<file path="config.mk">
export PLATFORM = sky130hd
export DESIGN_NAME = fifo_wr_arbiter
export DESIGN_NICKNAME = d
export VERILOG_FILES = /design/src/rtl/fifo_wr_arbiter.sv
export SDC_FILE = /design/constraint.sdc
export NUM_CORES = 1
export LEC_CHECK = 0
export CORE_MARGIN = 5
export CORE_UTILIZATION = 43
export CTS_BUF_LIST = sky130_fd_sc_hd__clkbuf_4
export CTS_CLUSTER_DIAMETER = 60
export CTS_CLUSTER_SIZE = 8
export DETAILED_ROUTE_END_ITERATION = 7
export GPL_ROUTABILITY_DRIVEN = 0
export GPL_TIMING_DRIVEN = 0
export PLACE_DENSITY = 0.93
export SLEW_MARGIN = 10
export SYNTH_ARGS = -nofsm -noshare
export SYNTH_HDL_FRONTEND = slang
export SYNTH_SLANG_ARGS = --single-unit
export TNS_END_PERCENT = 20
</file>
<file path="constraint.sdc">
create_clock -name clk_i -period 3.85 [get_ports clk_i]
set_input_delay 1.155 -clock clk_i [delete_from_list [all_inputs] [get_ports clk_i]]
set_output_delay 1.155 -clock clk_i [all_outputs]
set_load 0.005 [all_outputs]
</file>
<file path="src/rtl/fifo_wr_arbiter.sv">
// fifo_wr_arbiter: round-robin, burst-based arbiter sharing one FIFO write
// port among NUM_REQ producers. An owner keeps the grant for up to BURST_LEN
// accepted beats (or until it drops its request), then the grant rotates.
// FIFO full stalls the owner without dropping data.
//
// Optional feature (macro FIFO_ARB_STATS_EN): adds saturating 16-bit
// beat_cnt_o (accepted beats) and stall_cnt_o (owner blocked by full).
//
// Ports:
//   clk_i          clock, rising edge
//   rst_i          asynchronous reset, active low
//   req_i          per-requester write request, held with data until acked
//   data_i         packed write data, requester k at [k*WIDTH +: WIDTH]
//   gnt_o          registered one-hot owner, zero when idle
//   ack_o          beat accept = gnt_o & req_i & ~fifo_full_i
//   fifo_wr_en_o   FIFO write enable = |ack_o
//   fifo_wdata_o   owner's data slice, zero when idle
//   fifo_full_i    FIFO full flag
//   beat_cnt_o     (stats only) accepted beat count
//   stall_cnt_o    (stats only) full-stall cycle count

// Per-requester lane: accept and data masking for one producer.
module fifo_wr_arbiter_lane #(
  parameter int WIDTH = 8
) (
  input  logic             gnt,
  input  logic             req,
  input  logic             full,
  input  logic [WIDTH-1:0] data,
  output logic             ack,
  output logic [WIDTH-1:0] data_q
);
  assign ack    = gnt & req & ~full;
  assign data_q = gnt ? data : '0;
endmodule

module fifo_wr_arbiter #(
  parameter int NUM_REQ   = 4,
  parameter int WIDTH     = 8,
  parameter int BURST_LEN = 4,
  parameter int IDX_WIDTH = 2,
  parameter int CNT_WIDTH = 3
) (
  input  logic                     clk_i,
  input  logic                     rst_i,
  input  logic [NUM_REQ-1:0]       req_i,
  input  logic [NUM_REQ*WIDTH-1:0] data_i,
  output logic [NUM_REQ-1:0]       gnt_o,
  output logic [NUM_REQ-1:0]       ack_o,
  output logic                     fifo_wr_en_o,
  output logic [WIDTH-1:0]         fifo_wdata_o,
  input  logic                     fifo_full_i
`ifdef FIFO_ARB_STATS_EN
  ,
  output logic [15:0]              beat_cnt_o,
  output logic [15:0]              stall_cnt_o
`endif
);

  typedef enum logic {IDLE = 1'b0, BURST = 1'b1} state_t;

  state_t                          state_q, state_d;
  logic [NUM_REQ-1:0]              gnt_q, gnt_d;
  logic [IDX_WIDTH-1:0]            owner_q, owner_d;
  logic [IDX_WIDTH-1:0]            rr_ptr_q, rr_ptr_d;
  logic [CNT_WIDTH-1:0]            beat_q, beat_d;

  logic [NUM_REQ-1:0][WIDTH-1:0]   lane_data;
  logic                            accept, owner_req, last_beat;
  logic [IDX_WIDTH-1:0]            nxt_idx, pick_start, pick_idx;
  logic                            pick_vld;

  // First set bit of r at or above start, wrapping; returns {valid, index}.
  function automatic logic [IDX_WIDTH:0] rr_pick(input logic [NUM_REQ-1:0] r,
                                                 input logic [IDX_WIDTH-1:0] start);
    logic [IDX_WIDTH-1:0] sel;
    logic                 found;
    int                   j;
    sel   = '0;
    found = 1'b0;
    for (int i = 0; i < NUM_REQ; i++) begin
      j = (int'(start) + i) % NUM_REQ;
      if (!found && r[j]) begin
        found = 1'b1;
        sel   = IDX_WIDTH'(j);
      end
    end
    return {found, sel};
  endfunction

  for (genvar g = 0; g < NUM_REQ; g++) begin : g_lane
    fifo_wr_arbiter_lane #(.WIDTH(WIDTH)) u_lane (
      .gnt    (gnt_q[g]),
      .req    (req_i[g]),
      .full   (fifo_full_i),
      .data   (data_i[g*WIDTH +: WIDTH]),
      .ack    (ack_o[g]),
      .data_q (lane_data[g])
    );
  end

  // Grant is one-hot (or zero), so OR-ing the masked lanes is the mux.
  always_comb begin
    fifo_wdata_o = '0;
    for (int i = 0; i < NUM_REQ; i++) fifo_wdata_o = fifo_wdata_o | lane_data[i];
  end

  assign gnt_o        = gnt_q;
  assign accept       = |ack_o;
  assign fifo_wr_en_o = accept;
  assign owner_req    = req_i[owner_q];
  assign last_beat    = (int'(beat_q) + 1) == BURST_LEN;
  assign nxt_idx      = IDX_WIDTH'((int'(owner_q) + 1) % NUM_REQ);

  // On release the search starts just past the old owner, so it ranks last
  // but is still re-granted when it is the only requester.
  assign pick_start             = (state_q == IDLE) ? rr_ptr_q : nxt_idx;
  assign {pick_vld, pick_idx}   = rr_pick(req_i, pick_start);

  always_comb begin
    state_d  = state_q;
    gnt_d    = gnt_q;
    owner_d  = owner_q;
    rr_ptr_d = rr_ptr_q;
    beat_d   = beat_q;
    unique case (state_q)
      IDLE: begin
        if (pick_vld) begin
          state_d = BURST;
          gnt_d   = NUM_REQ'(1) << pick_idx;
          owner_d = pick_idx;
          beat_d  = '0;
        end
      end
      BURST: begin
        if (accept) beat_d = beat_q + 1'b1;
        if ((accept && last_beat) || !owner_req) begin
          rr_ptr_d = nxt_idx;
          beat_d   = '0;
          if (pick_vld) begin
            gnt_d   = NUM_REQ'(1) << pick_idx;
            owner_d = pick_idx;
          end else begin
            state_d = IDLE;
            gnt_d   = '0;
          end
        end
      end
      default: begin
        state_d = IDLE;
        gnt_d   = '0;
      end
    endcase
  end

  always_ff @(posedge clk_i or negedge rst_i) begin
    if (!rst_i) begin
      state_q  <= IDLE;
      gnt_q    <= '0;
      owner_q  <= '0;
      rr_ptr_q <= '0;
      beat_q   <= '0;
    end else begin
      state_q  <= state_d;
      gnt_q    <= gnt_d;
      owner_q  <= owner_d;
      rr_ptr_q <= rr_ptr_d;
      beat_q   <= beat_d;
    end
  end

`ifdef FIFO_ARB_STATS_EN
  logic [15:0] beat_cnt_q, stall_cnt_q;
  logic        stall;

  assign stall = (|gnt_q) & owner_req & fifo_full_i;

  always_ff @(posedge clk_i or negedge rst_i) begin
    if (!rst_i) begin
      beat_cnt_q  <= '0;
      stall_cnt_q <= '0;
    end else begin
      if (accept && beat_cnt_q != 16'hFFFF)  beat_cnt_q  <= beat_cnt_q + 16'd1;
      if (stall && stall_cnt_q != 16'hFFFF)  stall_cnt_q <= stall_cnt_q + 16'd1;
    end
  end

  assign beat_cnt_o  = beat_cnt_q;
  assign stall_cnt_o = stall_cnt_q;
`endif

endmodule

</file>
==> impl_summary.log, run 1 <==
[metrics] number of DRC violations after detailed routing: 0
[metrics] number of antenna-violating nets in the routed design: 0
[metrics] Post-Synthesis Cells: 126
[metrics] number of cells on the worst hold path: 1
[metrics] first-pass iteration count of the detailed router: 4
[metrics] number of hold-slack violations in the final timing report: 0
[metrics] vias per cell: 5.70
[metrics] maximum level of the CTS H-tree: 1
[metrics] number of storage elements in the synthesis netlist: 12
[metrics] Leakage Power: 0.000700 µW
[metrics] initial antenna violation count: 0
[metrics] net count after synthesis: 166
[metrics] overall global routing resource usage: 22.2%
[metrics] final clock skew: 0.00162 ns
[metrics] routed len/inst: 17.4 µm
[metrics] Yosys top cell by area: dfrtp_1
[metrics] Num Clock Sinks: 12
[metrics] net total in the final layout: 225
[metrics] Starting Density: 45.7%
[metrics] required time reported for the critical path endpoint: 2.69 ns
[metrics] wire length of the first global-routing pass: 5.91 mm
[metrics] number of placed cells counting well taps: 207
[metrics] maximum number of pins on one net before global-route repair: 13
[metrics] Post-Synthesis Mean Instance Area: 8.18 µm²
[metrics] worst slew margin relative to its limit: 64.1%
[metrics] data arrival time of the worst path: 2.50 ns
[metrics] synthesis-to-layout area growth: 58.3%
[metrics] final setup violating endpoints: 0
[metrics] worst flop-to-flop path startpoint: gnt_o[2]
[metrics] initial detailed-routing violation count: 59
[metrics] slew at the pin closest to its max-slew limit: 0.537 ns
[metrics] FFs w/ async S/R, synth: 100%
[metrics] number of CTS-inserted buffers: 3
[metrics] antenna diode count: 0
[metrics] startpoint of the lowest-slack hold path: beat_q[0]
[metrics] sink of the worst hold path: beat_q[0]
[metrics] floorplan die height: 59.0 µm
[metrics] terminus of the critical flop-to-flop path: gnt_o[1]
[metrics] Row Count: 17
[metrics] HPWL reported at the end of detailed placement: 2.95 mm
[metrics] Post-Syn Area: 0.00103 mm²
[metrics] pre-CTS setup slack: -0.178 ns
[metrics] GRT Residual Overflow: 0
[metrics] Worst Reg2Reg Path Length in Cells: 6
[metrics] area of the multi-input gates: 617 µm²
[metrics] width of the die: 59.0 µm
[metrics] power per standard cell area: 561 mW/mm²
[metrics] share of Yosys cell area claimed by the top area cell type: 29.1%
[metrics] post-layout power: 915 µW
[metrics] Worst Path Max Fanout: 7
[metrics] largest vdd supply drop: 0.000412 V
[metrics] unique cell type count in the Yosys netlist: 38
[metrics] result of the run: completed
[metrics] HP Class: reg -> reg
[metrics] post-route fraction of the period consumed by the critical path: 94.9%
[metrics] Sequential cell area: 300 µm²
[metrics] peak clock frequency supported by timing: 0.274 GHz
[metrics] R2R setup slack: 2.05 ns
[metrics] Setup Total Neg Slack: 0 ns
[metrics] endpoint class of the critical path: output port
[metrics] class of the most critical setup path: in -> out
[metrics] filler cell count in the final layout: 183
[metrics] total number of vias: 1202
[metrics] count of maximum capacitance violations: 0
[metrics] clock-pin slew on the worst setup and hold paths: 0.07 ns
[metrics] CTS Root Cell: clkbuf_4
[metrics] worst-skew pair later-pin latency: 0.27 ns
[metrics] post-route setup slack: 0.195 ns
[metrics] leading cell types by total area after synthesis: dfrtp_1, a22oi_1, nand2_1
[metrics] DIE AREA: 0.00348 mm²
[metrics] Boundary Pins: 56
[metrics] Post-synth top flop: dfrtp_1
[metrics] number of global-route vias before repair: 1246
[metrics] worst-case clock buffer depth: 2
[metrics] wirelength, routed: 3.68 mm
[metrics] Final Critical Period: 3.65 ns
[metrics] clock tree from TritonCTS: done
[metrics] setup repair after global routing missed its margin: no
[metrics] input/output buffers: 53
[metrics] core region area: 0.00225 mm²
[metrics] total number of yosys warnings: 0
[metrics] Post-Layout Cell Count: 211
[metrics] fraction of final layout cells sized beyond drive strength 1: 14.2%
[metrics] number of synthesized flops with an enable pin: 0
[metrics] type of origin of the critical path: primary input
[metrics] Pins Over Slew Limit: 0
[metrics] proportion of synthesized chip area in sequential cells: 29.1%
-- cells in the mapped netlist, types with 3 or more instances --
master and n:
buf_4 8, nand2b_1 3, o21ai_0 5, nand2_1 20, clkbuf_1 4, mux2_2 3, nor2_1 10, a22oi_1 17
a21oi_1 3, dfrtp_1 12, inv_1 5, buf_2 5
-- registers in the layout, summed over array words and instances (netlist names) --
register and cells:
rr_ptr_q 2, state_q 1, beat_q 3, gnt_o 4, owner_q 2
-- report_power, final --
group | internal, µW | switching, µW
clock | 36.2 | 40.8
sequential | 170 | 36.1
combinational | 334 | 298
-- worst max-delay path by stage --
stage / from / slack (ns) / to
3_3_place_gp: req_i[1] / -0.1 / fifo_wr_en_o
6_report: req_i[1] / 0.20 / fifo_wr_en_o
4_1_cts: fifo_full_i / 0.08 / fifo_wr_en_o
2_1_floorplan: req_i[0] / 0.83 / fifo_wr_en_o
5_1_grt: req_i[1] / 0.11 / fifo_wr_en_o
3_5_place_dp: req_i[1] / -0.18 / fifo_wr_en_o
-- through the flow --
| stage | cell area [µm²] | utilization [%] | hold slack, ns |
|---|---|---|---|
| after floorplan | 1030 | - | 0.467 |
| after global placement | 1600 | 70.8 | 0.481 |
| after detailed placement | 1600 | 70.8 | 0.512 |
| after CTS | 1630 | 72.3 | 0.522 |
| after global routing | 1630 | 72.4 | 0.547 |
| final | 1630 | 72.4 | 0.520 |
-- per-layer routing --
layer  vias up  share of wire [%]  GRT usage, %
met5         -                  0             0
met4         0                2.5          11.0
met3         8                7.3          2.41
met2        61                 55          39.6
met1       561                 35          26.0
li1        572                  -             -
-- layout make-up --
class	instances	area share [%]
inverter	5	1.15
buffer	17	6.13
clock buffer	3	1.38
tap	28	2.15
multi-input combinational	92	37.8
sequential	12	18.4
timing repair buffer	54	33.0
-- critical path, stage by stage --
cell             delay [ns]
dlygate4sd2_1          0.32
a22oi_2                0.25
a21o_1                 0.24
inv_1                  0.08
clkdlybuf4s50_1        0.45
-- kinds of logic after synthesis --
kind of cell	share of synthesized area, %
muxes	5.22
and+or+nand+nor	16.3
xor gates and xnor gates	0.850
buffers and inverters	11.5
adders and majority gates	2.18
AOI/OAI and AO/OA	34.8
DFF	29.1
-- cells in the final DEF, fill, tap and decap left out, types with 2 or more instances in the layout --
cell and count:
o211ai_1 2, buf_2 5, clkbuf_1 4, buf_4 9, o21ai_0 5, a22oi_2 2
nor2_1 10, nand2_1 20, mux2_2 3, dlygate4sd2_1 2, a22o_1 2, a21oi_1 3
inv_1 5, clkdlybuf4s50_1 50, dfrtp_1 12, a22oi_1 16, a21o_1 2, clkbuf_4 3
o21ai_1 2, nand2b_1 3, mux2i_1 2
-- what timing repair did --
item,CTS,global route
endpoints found under the hold margin,0,0
cloned,0,0
setup endpoints to repair,1,1
hold buffers,0,0
gates resized for setup,3,1
pin swaps,2,0
setup buffers,1,0
No activity file was read; power rests on OpenSTA's default activity.
==> run 2, diff against run 1 <==
Settings changed: ABC_AREA set to 1, CORE_UTILIZATION 43 to 48, CTS_BUF_LIST sky130_fd_sc_hd__clkbuf_4 to sky130_fd_sc_hd__clkbuf_2 sky130_fd_sc_hd__clkbuf_4 sky130_fd_sc_hd__clkbuf_8, PLACE_DENSITY 0.93 to 0.95.
==> run 2 against run 1 <==
First-iteration DRC count rose by 42%. Routed wire length rose by 2.4%. Largest cell class is now multi-input combinational cells. Utilization fell by 0.76 points. Critical endpoint unchanged. Setup slack got worse by 0.11 ns. Non-clock buffer count fell by 3. Cell count rose by 38%.
==> impl_summary.log, run 2 <==
[metrics] most common cell in the synthesized netlist: nand2_1
[metrics] slew at the pin closest to its max-slew limit: 0.526 ns
[metrics] Num Clock Sinks: 12
[metrics] FFs w/ async S/R, synth: 100%
[metrics] most frequent standard cell in the layout excluding fill and tap cells: nand2_1
[metrics] required time reported for the critical path endpoint: 2.69 ns
[metrics] number of global-route vias before repair: 1423
[metrics] sequence of cells on the critical path: clkdlybuf4s50_1, nand3_1, nand4_2, clkdlybuf4s50_1
[metrics] number of hold-slack violations in the final timing report: 0
[metrics] power per standard cell area: 898 mW/mm²
[metrics] Yosys top cell by area: dfrtp_1
[metrics] width of the die: 62.6 µm
[metrics] overall global routing resource usage: 18.7%
[metrics] Boundary Pins: 56
[metrics] share of Yosys cell area claimed by the top area cell type: 22.6%
[metrics] Setup Total Neg Slack: 0 ns
[metrics] Core Util, Final: 71.6%
[metrics] number of hold buffers added after cts: 0
[metrics] maximum number of pins on one net before global-route repair: 13
[metrics] CTS Root Cell: clkbuf_4
[metrics] number of antenna-violating nets in the routed design: 0
[metrics] routed len/inst: 13.0 µm
[metrics] type of origin of the critical path: primary input
[metrics] antenna diode count: 0
[metrics] fraction of final layout cells sized beyond drive strength 1: 22.7%
[metrics] count of maximum capacitance violations: 0
[metrics] final clock skew: 0.00879 ns
[metrics] net total in the final layout: 302
[metrics] number of DRC violations after detailed routing: 0
[metrics] input/output buffers: 55
[metrics] number of cells on the worst hold path: 2
[metrics] HPWL reported at the end of detailed placement: 3.16 mm
[metrics] data arrival time of the worst path: 2.61 ns
[metrics] total number of yosys warnings: 0
[metrics] Starting Density: 49.0%
[metrics] unique cell type count in the Yosys netlist: 28
[metrics] number of synthesized flops with an enable pin: 0
[metrics] class of the most critical setup path: in -> out
[metrics] wire length of the first global-routing pass: 6.19 mm
[metrics] worst slew margin relative to its limit: 64.8%
[metrics] Post-Syn Area: 0.00133 mm²
[metrics] HP Class: reg -> reg
[metrics] endpoint class of the critical path: output port
[metrics] maximum level of the CTS H-tree: 1
[metrics] final setup violating endpoints: 0
[metrics] wirelength, routed: 3.77 mm
[metrics] net count after synthesis: 242
[metrics] post-layout power: 1740 µW
[metrics] post-route fraction of the period consumed by the critical path: 97.7%
[metrics] result of the run: completed
[metrics] Leakage Power: 0.000950 µW
[metrics] initial antenna violation count: 0
[metrics] initial detailed-routing violation count: 84
[metrics] Post-Synthesis Mean Instance Area: 6.58 µm²
[metrics] total number of vias: 1478
[metrics] worst-case clock buffer depth: 2
[metrics] setup repair after global routing missed its margin: no
[metrics] leading cell types by total area after synthesis: dfrtp_1, nand2_1, nand2_2
[metrics] leading cell types in the layout, fill and taps excluded: nand2_1, clkdlybuf4s50_1, nand2_2
[metrics] clock tree from TritonCTS: done
[metrics] Critical-path top delay cell: clkdlybuf4s50_1
[metrics] Worst Reg2Reg Path Length in Cells: 11
[metrics] filler cell count in the final layout: 211
[metrics] leading cell types by count after synthesis: nand2_1, nand2_2, inv_1, nand3_1, dfrtp_1
[metrics] minimum hold slack: 0.485 ns
[metrics] synthesis-to-layout area growth: 46.0%
[metrics] Post-Layout Cell Count: 291
[metrics] most numerous cell on the critical path: clkdlybuf4s50_1
[metrics] number of CTS-inserted buffers: 3
[metrics] floorplan die height: 62.6 µm
[metrics] first-pass iteration count of the detailed router: 4
[metrics] Post-Synthesis Cells: 202
[metrics] GRT Residual Overflow: 0
[metrics] Final Critical Period: 3.76 ns
[metrics] total of cells resized after clock tree synthesis: 0
[metrics] vias per cell: 5.08
[metrics] Post-synth top flop: dfrtp_1
[metrics] max FFs per register: 4
[metrics] clock-pin slew on the worst setup and hold paths: 0.06 ns
[metrics] number of placed cells counting well taps: 288
[metrics] worst-skew pair later-pin latency: 0.27 ns
[metrics] post-CTS setup repair buffer count: 0
[metrics] largest vdd supply drop: 0.000707 V
[metrics] largest incremental delay on the critical path: 0.56 ns
[metrics] Worst Path Max Fanout: 6
[metrics] number of storage elements in the synthesis netlist: 12
[metrics] Pins Over Slew Limit: 0
[metrics] core region area: 0.00271 mm²
[metrics] peak clock frequency supported by timing: 0.266 GHz
[metrics] proportion of synthesized chip area in sequential cells: 22.6%
[metrics] DIE AREA: 0.00392 mm²
[metrics] Row Count: 19
run 2: changes by cell type after synthesis, sizes merged, moves of 3 or more:
| cell | previous run | this run |
|---|---|---|
| nand4 | 0 | 12 |
| o21ai | 7 | 11 |
| a22oi | 18 | 0 |
| inv | 5 | 20 |
| mux2 | 3 | 0 |
| nand2b | 3 | 0 |
| nor2 | 11 | 7 |
| nand3 | 1 | 20 |
| nand2 | 20 | 94 |
| clkbuf | 4 | 0 |
| a21oi | 3 | 8 |
run 2: worst paths after layout:
path	from	end	slack [ns]
worst max-delay path	req_i[2]	fifo_wr_en_o	0.09
min in group asynchronous	rst_i	gnt_o[1]	1.23
max in group asynchronous	rst_i	rr_ptr_q[1]	2.26
worst max register to register	gnt_o[3]	gnt_o[0]	1.94
worst min register to register	beat_q[1]	beat_q[1]	0.49
worst min-delay path	beat_q[1]	beat_q[1]	0.49
run 2: area by class of cell:
| class | count | area [µm²] | share of cell area, % |
|---|---|---|---|
| clock buffer | 3 | 22.5 | 1.16 |
| multi-input combinational | 157 | 857 | 44.2 |
| timing repair buffer | 55 | 551 | 28.4 |
| tap | 31 | 38.8 | 2.00 |
| inverter | 20 | 80.1 | 4.13 |
| sequential | 12 | 300 | 15.5 |
| buffer | 13 | 91.3 | 4.71 |
run 2: worst max-delay path, delay by kind of cell:
| kind | cells | cell delay, ns |
|---|---|---|
| buffers and inverters | 2 | 1.10 |
| and+or+nand+nor | 2 | 0.35 |
run 2: through the flow:
| stage | instance area, µm² | worst slack, ns |
|---|---|---|
| 6_report | 1940 | 0.0883 |
| 2_1_floorplan | 1330 | 1.21 |
| 3_3_place_gp | 1920 | 0.114 |
| 4_1_cts | 1940 | 0.110 |
| 3_5_place_dp | 1920 | 0.121 |
| 5_1_grt | 1940 | 0.0325 |
run 2: power by group:
part / internal, µW / switching [µW] / total, µW
Sequential: 179 / 40.3 / 219
Clock: 36.1 / 36.9 / 73.1
Combinational: 567 / 883 / 1450
Total: 781 / 961 / 1740
run 2: routing by layer:
metal | vias to the layer above | part of all wire [%] | track usage [%]
met4 | 0 | 2.8 | 7.16
met3 | 12 | 2.7 | 1.98
met2 | 33 | 52 | 32.9
met5 | - | 0 | 0
met1 | 670 | 42 | 23.2
li1 | 763 | - | -
run 2: cell families after synthesis:
logic type	synth area share (%)
simple gates	53.2
buf+inv	12.9
compound gates	9.70
flops	22.6
xor+xnor	0.659
fa+ha+maj	0.941
